<file path="src/rtl/div_unit.sv">
// Multi-cycle radix-2 restoring divider for DIV/DIVU: quotient to LO, remainder to HI.
// Stalls the pipeline while iterating; annul aborts without touching the results.
module div_unit #(
  parameter int DATA_WIDTH = 32,
  parameter int CNT_WIDTH  = 6
) (
  input  logic                  clk,
  input  logic                  rst,
  input  logic                  start,
  input  logic                  signed_div,
  input  logic [DATA_WIDTH-1:0] a,
  input  logic [DATA_WIDTH-1:0] b,
  input  logic                  annul,
  output logic                  div_stall,
  output logic                  div_valid,
  output logic [DATA_WIDTH-1:0] lo_div_out,
  output logic [DATA_WIDTH-1:0] hi_div_out
);

  // state | meaning
  // IDLE  | waiting for start
  // BUSY  | one quotient bit per cycle, MSB first
  // DONE  | results loaded, div_valid pulse
  typedef enum logic [1:0] {IDLE, BUSY, DONE} state_t;

  state_t                r_state;
  state_t                w_state_next;
  logic [CNT_WIDTH-1:0]  r_cnt;
  logic [DATA_WIDTH-1:0] r_q;
  logic [DATA_WIDTH-1:0] r_rem;
  logic [DATA_WIDTH-1:0] r_divisor;
  logic                  r_neg_q;
  logic                  r_neg_r;

  logic                  w_go;
  logic                  w_b_zero;
  logic                  w_last;
  logic                  w_a_neg;
  logic                  w_b_neg;
  logic [DATA_WIDTH-1:0] w_a_mag;
  logic [DATA_WIDTH-1:0] w_b_mag;
  logic [DATA_WIDTH:0]   w_rem_shift;
  logic [DATA_WIDTH:0]   w_trial;
  logic                  w_qbit;
  logic [DATA_WIDTH-1:0] w_rem_next;
  logic [DATA_WIDTH-1:0] w_q_next;

  assign w_go     = start & ~annul;
  assign w_b_zero = (b == '0);
  assign w_last   = (r_cnt == CNT_WIDTH'(DATA_WIDTH - 1));
  assign w_a_neg  = signed_div & a[DATA_WIDTH-1];
  assign w_b_neg  = signed_div & b[DATA_WIDTH-1];
  assign w_a_mag  = w_a_neg ? -a : a;
  assign w_b_mag  = w_b_neg ? -b : b;

  // Partial remainder is one bit wider than the operands so the trial borrow is visible.
  assign w_rem_shift = {r_rem, r_q[DATA_WIDTH-1]};
  assign w_trial     = w_rem_shift - {1'b0, r_divisor};
  assign w_qbit      = ~w_trial[DATA_WIDTH];
  assign w_rem_next  = w_qbit ? w_trial[DATA_WIDTH-1:0] : w_rem_shift[DATA_WIDTH-1:0];
  assign w_q_next    = {r_q[DATA_WIDTH-2:0], w_qbit};

  always_comb begin
    w_state_next = r_state;
    case (r_state)
      IDLE: if (w_go) w_state_next = w_b_zero ? DONE : BUSY;
      BUSY: if (w_last) w_state_next = DONE;
      DONE: w_state_next = IDLE;
      default: w_state_next = IDLE;
    endcase
    if (annul) w_state_next = IDLE;
  end

  always_ff @(posedge clk) begin
    if (rst) r_state <= IDLE;
    else     r_state <= w_state_next;
  end

  always_ff @(posedge clk) begin
    if (rst) begin
      r_cnt      <= '0;
      r_q        <= '0;
      r_rem      <= '0;
      r_divisor  <= '0;
      r_neg_q    <= 1'b0;
      r_neg_r    <= 1'b0;
      lo_div_out <= '0;
      hi_div_out <= '0;
    end else if (annul) begin
      r_cnt <= '0;
    end else begin
      case (r_state)
        IDLE: begin
          r_cnt <= '0;
          if (start) begin
            r_q       <= w_a_mag;
            r_rem     <= '0;
            r_divisor <= w_b_mag;
            r_neg_q   <= w_a_neg ^ w_b_neg;
            r_neg_r   <= w_a_neg;
            // Divide by zero skips iteration and reports the raw dividend.
            if (w_b_zero) begin
              lo_div_out <= '1;
              hi_div_out <= a;
            end
          end
        end
        BUSY: begin
          r_q   <= w_q_next;
          r_rem <= w_rem_next;
          r_cnt <= r_cnt + 1'b1;
          if (w_last) begin
            r_cnt      <= '0;
            lo_div_out <= r_neg_q ? -w_q_next : w_q_next;
            hi_div_out <= r_neg_r ? -w_rem_next : w_rem_next;
          end
        end
        default: r_cnt <= '0;
      endcase
    end
  end

  assign div_stall = ((r_state == IDLE) & w_go) | (r_state == BUSY);
  assign div_valid = (r_state == DONE);

endmodule

</file>
<file path="config.mk">
export PLATFORM = sky130hd
export DESIGN_NAME = div_unit
export DESIGN_NICKNAME = d
export VERILOG_FILES = /design/src/rtl/div_unit.sv
export SDC_FILE = /design/constraint.sdc
export NUM_CORES = 1
export LEC_CHECK = 0
export BUFFER_PORTS_ARGS = -buffer_cell sky130_fd_sc_hd__buf_2
export CAP_MARGIN = 20
export CORE_MARGIN = 2
export CORE_UTILIZATION = 36
export DETAILED_ROUTE_END_ITERATION = 7
export GPL_TIMING_DRIVEN = 0
export HOLD_SLACK_MARGIN = 0.08
export PLACE_DENSITY_LB_ADDON = 0.2
export SYNTH_ARGS = -nofsm -noshare
export SYNTH_HDL_FRONTEND = slang
export SYNTH_SLANG_ARGS = --single-unit
export TNS_END_PERCENT = 100
</file>
<file path="constraint.sdc">
create_clock -name clk -period 14.9 [get_ports clk]
set_input_delay 1.49 -clock clk [delete_from_list [all_inputs] [get_ports clk]]
set_output_delay 1.49 -clock clk [all_outputs]
set_load 0.02 [all_outputs]
</file>
==> metrics.log, run 1 <==
INFO  metric gp_congestion = 0.919
INFO  metric antenna_violations_before_repair = 0
INFO  metric grt_start_max_net_pins = 20
INFO  metric groute.layer.met1.usage = 31.8%
INFO  metric synth_area_per_cell = 7.44 µm²
INFO  metric place.detailed.hpwl = 35100 µm
INFO  metric post_route_setup_tns = 0 ns
INFO  metric ir_drop = 84.9 µV
INFO  metric synthesis.nets = 1727
INFO  metric relSlewSlack = 36.2%
INFO  metric edff_count_synth = 0
INFO  metric initial_core_utilization = 36.2%
INFO  metric grt-busiest-layer = met2
INFO  metric final_core_util = 41.7%
INFO  metric leakagePower = 0.00553 µW
INFO  metric critPathMaxStageDelay = 0.54 ns
INFO  metric timing.critical_path.slowest_stage_cell = sky130_fd_sc_hd__dfxtp_1
INFO  metric clkTransAtPathRegs = 0.08 ns
INFO  metric post_synth_instance_area = 0.0121 mm²
INFO  metric final_common_cell = sky130_fd_sc_hd__nor2_1
INFO  metric unrepaired_setup_endpoints_after_global_routing = no
INFO  metric synthDistinctLibCells = 82
INFO  metric fin_crit_sh = 44.9%
INFO  metric clkSinkCount = 170
INFO  metric die-area = 0.0350 mm²
INFO  metric top_area_cells_in_the_synthesized_netlist = sky130_fd_sc_hd__dfxtp_1 (28%), sky130_fd_sc_hd__nor2_1 (8.1%), sky130_fd_sc_hd__xor2_1 (6.2%), sky130_fd_sc_hd__a211oi_1 (5.8%), sky130_fd_sc_hd__nand2_1 (5.0%)
INFO  metric avgViaCountPerCell = 5.61
INFO  metric finalSetupViolations = 0
INFO  metric timing.critical_path.arrival = 7.06 ns
INFO  metric dp_cells = 2202
INFO  metric final_max_slew_viol_count = 0
INFO  metric pwr_density_cell = 87.0 mW/mm²
INFO  metric cts_tree = yes
INFO  metric avgRoutedWirePerCell = 19.6 µm
INFO  metric max_freq = 149 MHz
INFO  metric worstPathMaxFanout = 10
INFO  metric cts_buffers = 17
INFO  metric clock_tree.root_cell = sky130_fd_sc_hd__clkbuf_16
INFO  metric dr.pass1.iters = 5
INFO  metric timing.clock.skew = 0.0136 ns
INFO  metric routed_wirelength = 43800 µm
INFO  metric critical_path_buf_inv_count = 7
INFO  metric seq_area_frac_synth = 28.2%
INFO  metric synthesis.instances = 1620
INFO  metric number_of_post_cts_setup_repair_buffers = 0
INFO  metric clk_latency = 0.46 ns
INFO  metric type_of_the_worst_setup_path = reg2reg
INFO  metric ys_async_sr_fraction = 0%
INFO  metric grt.met2_usage = 40.6%
INFO  metric core-area = 0.0333 mm²
INFO  metric layout-drive-gt1-share = 12.3%
INFO  metric grt_usage = 24.9%
INFO  metric detail-route-antenna-nets = 0
INFO  metric outcome = finished, final reports clean
INFO  metric grt_pass1_vias = 12000
INFO  metric stdcell_count = 2236
INFO  metric clock_path_buffers = 2
INFO  metric layout.cells.most_common_list = sky130_fd_sc_hd__nor2_1 (260), sky130_fd_sc_hd__dfxtp_1 (170), sky130_fd_sc_hd__nand2_1 (159), sky130_fd_sc_hd__buf_2 (148), sky130_fd_sc_hd__a21oi_1 (110)
INFO  metric remaining_drc_errors = 0
INFO  metric max_cap_viol_count = 0
INFO  metric chipWidth = 187 µm
INFO  metric total_number_of_nets_in_the_final_design = 1880
INFO  metric total_via_count_after_detailed_routing = 12500
INFO  metric number_of_instances_resized_during_post_cts_repair = 0
INFO  metric wire_length_of_the_first_global_routing_pass = 67800 µm
INFO  metric timing.hold.worst.class = reg2reg
INFO  metric synth-seq-cells = 170
INFO  metric cp-start-kind = flop
INFO  metric worst_path_dominant_cell_family = compound AO/OA/AOI/OAI gates
INFO  metric synth_largest_area_cell = sky130_fd_sc_hd__dfxtp_1
INFO  metric placementRows = 67
INFO  metric timing_worst_slew_pin_value = 0.950 ns
INFO  metric grt_use_met3 = 4.82%
INFO  metric areaGrowthSynthToFinish = 15.2%
INFO  metric wp_data_required = 15.27 ns
INFO  metric die_y = 187 µm
INFO  metric overflow_after_grt = 0
INFO  metric cts.hold.buffers_added = 0
INFO  metric netlist.area_leader.share = 28.2%
INFO  metric report.final.hold_viol_count = 0
INFO  metric cts_htree_levels = 4
INFO  metric drt-initial-drc-count = 958
INFO  metric io_buffer_count = 134
INFO  metric final.min_clock_period = 6.69 ns
INFO  metric worstSetupEndpointType = flop
INFO  metric ys_warn_count = 0
INFO  metric yosys_most_used_dff = sky130_fd_sc_hd__dfxtp_1
INFO  metric floorplan.io_pins = 135
==> Yosys cell counts, drive strengths merged (6+ instances only) <==
cell      n
or3      30
o211a    12
a22oi    28
mux2i    15
or2       8
and3      7
mux2      7
o41ai    18
and2     13
clkbuf   79
o211ai   17
nand3b    8
a21o     20
nor4     13
ha       37
xor2     85
a311oi   21
a211oi   93
xnor2    39
nand3    32
nand4     8
nor3     39
a21boi    6
a21oi   113
nor2b     6
o21a     12
nor2    261
a31oi    12
inv      51
o21ai    80
buf      25
dfxtp   170
or4      15
nand2   160
o31ai    24
nand2b    9
==> power by group <==
part / total, µW / internal, µW / switching, µW
Sequential: 480 / 467 / 13.3
Combinational: 266 / 90.3 / 176
Clock: 462 / 226 / 235
==> worst paths after layout <==
kind                         from                     endpoint  slack [ns]  depth (start not counted)
max reg2reg  r_q[31]$_SDFFE_PP0P_  hi_div_out[30]$_SDFFE_PP0P_        8.21                         26
min           r_cnt[0]$_SDFF_PP0_          r_cnt[0]$_SDFF_PP0_        0.45                          1
max          r_q[31]$_SDFFE_PP0P_  hi_div_out[30]$_SDFFE_PP0P_        8.21                         26
min reg2reg   r_cnt[0]$_SDFF_PP0_          r_cnt[0]$_SDFF_PP0_        0.45                          1
==> area by class of cell <==
class | count | area (µm²)
diodes | 2 | 5.00
plain buffers | 104 | 430
clock buffers | 17 | 425
clock inverters | 15 | 169
fillers | 3497 | 19400
inverters | 53 | 199
multi-input cells | 1293 | 8020
flip-flops and latches | 170 | 3400
well taps | 448 | 561
repair buffers | 134 | 671
==> cell families after synthesis <==
family          synth area share, %
simple gates                   23.3
compound gates                 28.3
flops                          28.2
buf+inv                        5.22
xor+xnor                       9.01
fa+ha+maj                      4.01
mux                            1.90
==> per-layer routing <==
layer / part of all wire (%) / vias up
li1: - / 6171
met3: 6.6 / 94
met2: 45 / 448
met1: 44 / 5831
met4: 4.0 / 0
met5: 0 / -
==> state kept, by name, summed over array words and instances (netlist names) <==
register and flops:
r_rem 32, r_neg_q 1, r_neg_r 1, lo_div_out 32
r_q 32, hi_div_out 32, r_divisor 32, r_cnt 6
r_state 2
==> per-stage QoR <==
stage                     worst slack (ns)  total power [µW]  cell area (µm²)  hold WS (ns)
after floorplan                       9.87               668            12100         0.418
after global placement                8.42               749            13300         0.431
after detailed placement              8.38               752            13300         0.437
after CTS                             8.32              1210            13900         0.451
after global routing                  7.87              1260            13900         0.469
final                                 8.21              1210            13900         0.448
(Power assumes the default switching activity.)
==> run 2: changes to the inputs <==
Settings changed: ABC_AREA set to 1.
Clock period 14.9 ns to 5.5 ns, I/O delays scaled along.
==> run 2 against run 1 <==
Clock power grew to 2.7 times the previous value. Clock skew is 0.0015 ns higher. Global-route usage increased by 1.9 points. Maximum frequency grew 34%. Flip-flop and latch count stayed put. Critical endpoint is now lo_div_out[28]$_SDFFE_PP0P_. Largest cell class unchanged.
==> metrics.log, run 2 <==
INFO  metric drt-initial-drc-count = 1526
INFO  metric die-area = 0.0377 mm²
INFO  metric top_area_cells_in_the_synthesized_netlist = sky130_fd_sc_hd__dfxtp_1 (26%), sky130_fd_sc_hd__nand2_1 (17%), sky130_fd_sc_hd__inv_1 (8.2%), sky130_fd_sc_hd__nor2_1 (5.9%), sky130_fd_sc_hd__a21oi_1 (5.8%)
INFO  metric finalSetupViolations = 0
INFO  metric synth.most_common_cell = sky130_fd_sc_hd__nand2_1
INFO  metric gp_congestion = 0.968
INFO  metric final_critical_path_setup_slack = 0.492 ns
INFO  metric synthesis.instances = 2123
INFO  metric final_common_cell = sky130_fd_sc_hd__nand2_1
INFO  metric edff_count_synth = 0
INFO  metric timing_worst_slew_pin_value = 1.17 ns
INFO  metric netsw = 1450 µW
INFO  metric die_y = 194 µm
INFO  metric rrSetupSlack = 0.49 ns
INFO  metric detail-route-antenna-nets = 0
INFO  metric floorplan.io_pins = 135
INFO  metric antenna_cells_inserted = 0
INFO  metric area_of_the_multi_input_gates = 0.00814 mm²
INFO  metric power.sequential.fraction = 36.3%
INFO  metric place.detailed.hpwl = 41700 µm
INFO  metric grt_pass1_vias = 13400
INFO  metric clkSinkCount = 170
INFO  metric avgViaCountPerCell = 5.40
INFO  metric wire_length_of_the_first_global_routing_pass = 78000 µm
INFO  metric post_synth_instance_area = 0.0130 mm²
INFO  metric unrepaired_setup_endpoints_after_global_routing = no
INFO  metric power.share.combinational = 29.9%
INFO  metric cellInternalPower = 2240 µW
INFO  metric timing.critical_path.slowest_stage_cell = sky130_fd_sc_hd__dfxtp_2
INFO  metric outcome = finished, final reports clean
INFO  metric critPathMaxStageDelay = 0.43 ns
INFO  metric post_route_setup_tns = 0 ns
INFO  metric clk_latency = 0.47 ns
INFO  metric overflow_after_grt = 0
INFO  metric timing.critical_path.arrival = 5.39 ns
INFO  metric placementRows = 69
INFO  metric routed_wirelength = 51700 µm
INFO  metric power.share.clock = 33.8%
INFO  metric cts_buffers = 17
INFO  metric ys_warn_count = 0
INFO  metric netlist.area_leader.share = 26.1%
INFO  metric total_via_count_after_detailed_routing = 14800
INFO  metric cts_htree_levels = 4
INFO  metric synth_largest_area_cell = sky130_fd_sc_hd__dfxtp_1
INFO  metric fillerInstances = 3924
INFO  metric post_synth_most_frequent_cells = sky130_fd_sc_hd__nand2_1 (584), sky130_fd_sc_hd__inv_1 (284), sky130_fd_sc_hd__nor2_1 (204)
INFO  metric dp_worst_setup_slack = 0.412 ns
INFO  metric report.final.hold_viol_count = 0
INFO  metric dp_cells = 2717
INFO  metric placedInstanceArea = 0.0143 mm²
INFO  metric layout.cells.most_common_list = sky130_fd_sc_hd__nand2_1 (584), sky130_fd_sc_hd__inv_1 (284), sky130_fd_sc_hd__nor2_1 (204), sky130_fd_sc_hd__dfxtp_1 (169), sky130_fd_sc_hd__a21oi_1 (151)
INFO  metric antenna_violations_before_repair = 0
INFO  metric yosys_most_used_dff = sky130_fd_sc_hd__dfxtp_1
INFO  metric synthDistinctLibCells = 58
INFO  metric max_freq = 200 MHz
INFO  metric ir_drop = 237 µV
INFO  metric timing.hold.worst.class = in2reg
INFO  metric remaining_drc_errors = 0
INFO  metric timing.clock.skew = 0.0151 ns
INFO  metric cp-start-kind = flop
INFO  metric io_buffer_count = 133
INFO  metric avgRoutedWirePerCell = 18.8 µm
INFO  metric type_of_the_worst_setup_path = reg2reg
INFO  metric grt_start_max_net_pins = 18
INFO  metric dr.pass1.iters = 6
INFO  metric max_cap_viol_count = 0
INFO  metric core-area = 0.0356 mm²
INFO  metric synth_area_per_cell = 6.14 µm²
INFO  metric clkTransAtPathRegs = 0.08 ns
INFO  metric hold-path-cell-count = 3
INFO  metric fin_crit_sh = 91.1%
INFO  metric regArea = 0.00340 mm²
INFO  metric switch_share = 39.2%
INFO  metric synthesis.nets = 2230
INFO  metric leakagePower = 0.00726 µW
INFO  metric worstPathMaxFanout = 10
INFO  metric synth-seq-cells = 170
INFO  metric stdcell_count = 2749
INFO  metric wp_data_required = 5.88 ns
INFO  metric initial_core_utilization = 36.6%
INFO  metric relSlewSlack = 21.5%
INFO  metric grt_usage = 26.8%
INFO  metric chipWidth = 194 µm
INFO  metric ff2ff_path_depth = 33
INFO  metric layout-drive-gt1-share = 12.9%
INFO  metric clock_tree.root_cell = sky130_fd_sc_hd__clkbuf_16
INFO  metric total_number_of_nets_in_the_final_design = 2382
INFO  metric final_max_slew_viol_count = 0
INFO  metric pwr_density_cell = 248 mW/mm²
INFO  metric areaGrowthSynthToFinish = 14.1%
INFO  metric ys_async_sr_fraction = 0%
INFO  metric finish.instance_area = 0.0149 mm²
INFO  metric cts.hold.buffers_added = 0
INFO  metric clock_path_buffers = 2
INFO  metric cts_tree = yes
INFO  metric seq_area_frac_synth = 26.1%
INFO  metric final.min_clock_period = 5.01 ns
INFO  metric worstSetupEndpointType = flop
-- run 2: path summary, 6_finish.rpt --
kind                        start                           to
min                         b[31]   r_divisor[31]$_SDFFE_PP0P_
min reg2reg   r_cnt[0]$_SDFF_PP0_          r_cnt[0]$_SDFF_PP0_
max reg2reg  r_q[31]$_SDFFE_PP0P_  lo_div_out[28]$_SDFFE_PP0P_
max          r_q[31]$_SDFFE_PP0P_  lo_div_out[28]$_SDFFE_PP0P_
-- run 2: area by class of cell --
type / instances / area share, %
Tap cell: 461 / 3.88
Multi-Input combinational cell: 1575 / 54.8
Buffer: 85 / 2.69
Sequential cell: 170 / 22.9
Clock buffer: 19 / 3.05
Inverter: 293 / 7.40
Timing Repair Buffer: 133 / 4.48
Clock inverter: 13 / 0.833
-- run 2: routing by layer --
| metal | vias to the layer above | track usage, % | routed length, µm |
|---|---|---|---|
| li1 | 7234 | - | - |
| met1 | 6926 | 38.8 | 24300 |
| met2 | 601 | 40.6 | 22000 |
| met3 | 77 | 4.11 | 4060 |
| met4 | 0 | 8.28 | 1310 |
| met5 | - | 0 | 0 |
-- run 2: logic make-up after synthesis --
family / synth area share [%]
XOR/XNOR: 2.89
buffers and inverters: 11.5
adder cells (fa/ha/maj): 3.71
AO/OA/AOI/OAI: 19.3
AND/OR/NAND/NOR: 36.5
flip-flops: 26.1
-- run 2: through the flow --
stage,total power (µW),utilization [%],hold WS (ns)
6_report,3690,41.8,0.377
5_1_grt,3870,41.8,0.385
4_1_cts,3670,41.8,0.365
3_5_place_dp,2440,40.1,0.442
3_3_place_gp,2440,40.1,0.430
2_1_floorplan,2100,-,0.418
-- run 2: power by group through the flow --
| stage | combinational (µW) | sequential [µW] | clock [µW] |
|---|---|---|---|
| detailed placement | 1080 | 1370 | 0 |
| finish | 1100 | 1340 | 1250 |
| CTS | 1080 | 1340 | 1250 |
| global route | 1210 | 1350 | 1310 |
| global placement | 1070 | 1370 | 0 |
| floorplan | 726 | 1370 | 0 |
-- run 2: critical path, delay by kind of cell (launching register included) --
kind / cells / cell delay, ns
AOI/OAI and AO/OA: 3 / 0.39
adders and majority gates: 3 / 0.80
buffers and inverters: 6 / 0.68
DFF: 1 / 0.43
and+or+nand+nor: 21 / 2.65
-- run 2: repair_timing --
| item | 4_1_cts | 5_1_grt |
|---|---|---|
| setup endpoints to repair | 0 | 1 |
| buffers inserted | 0 | 0 |
| gates resized for setup | 0 | 3 |
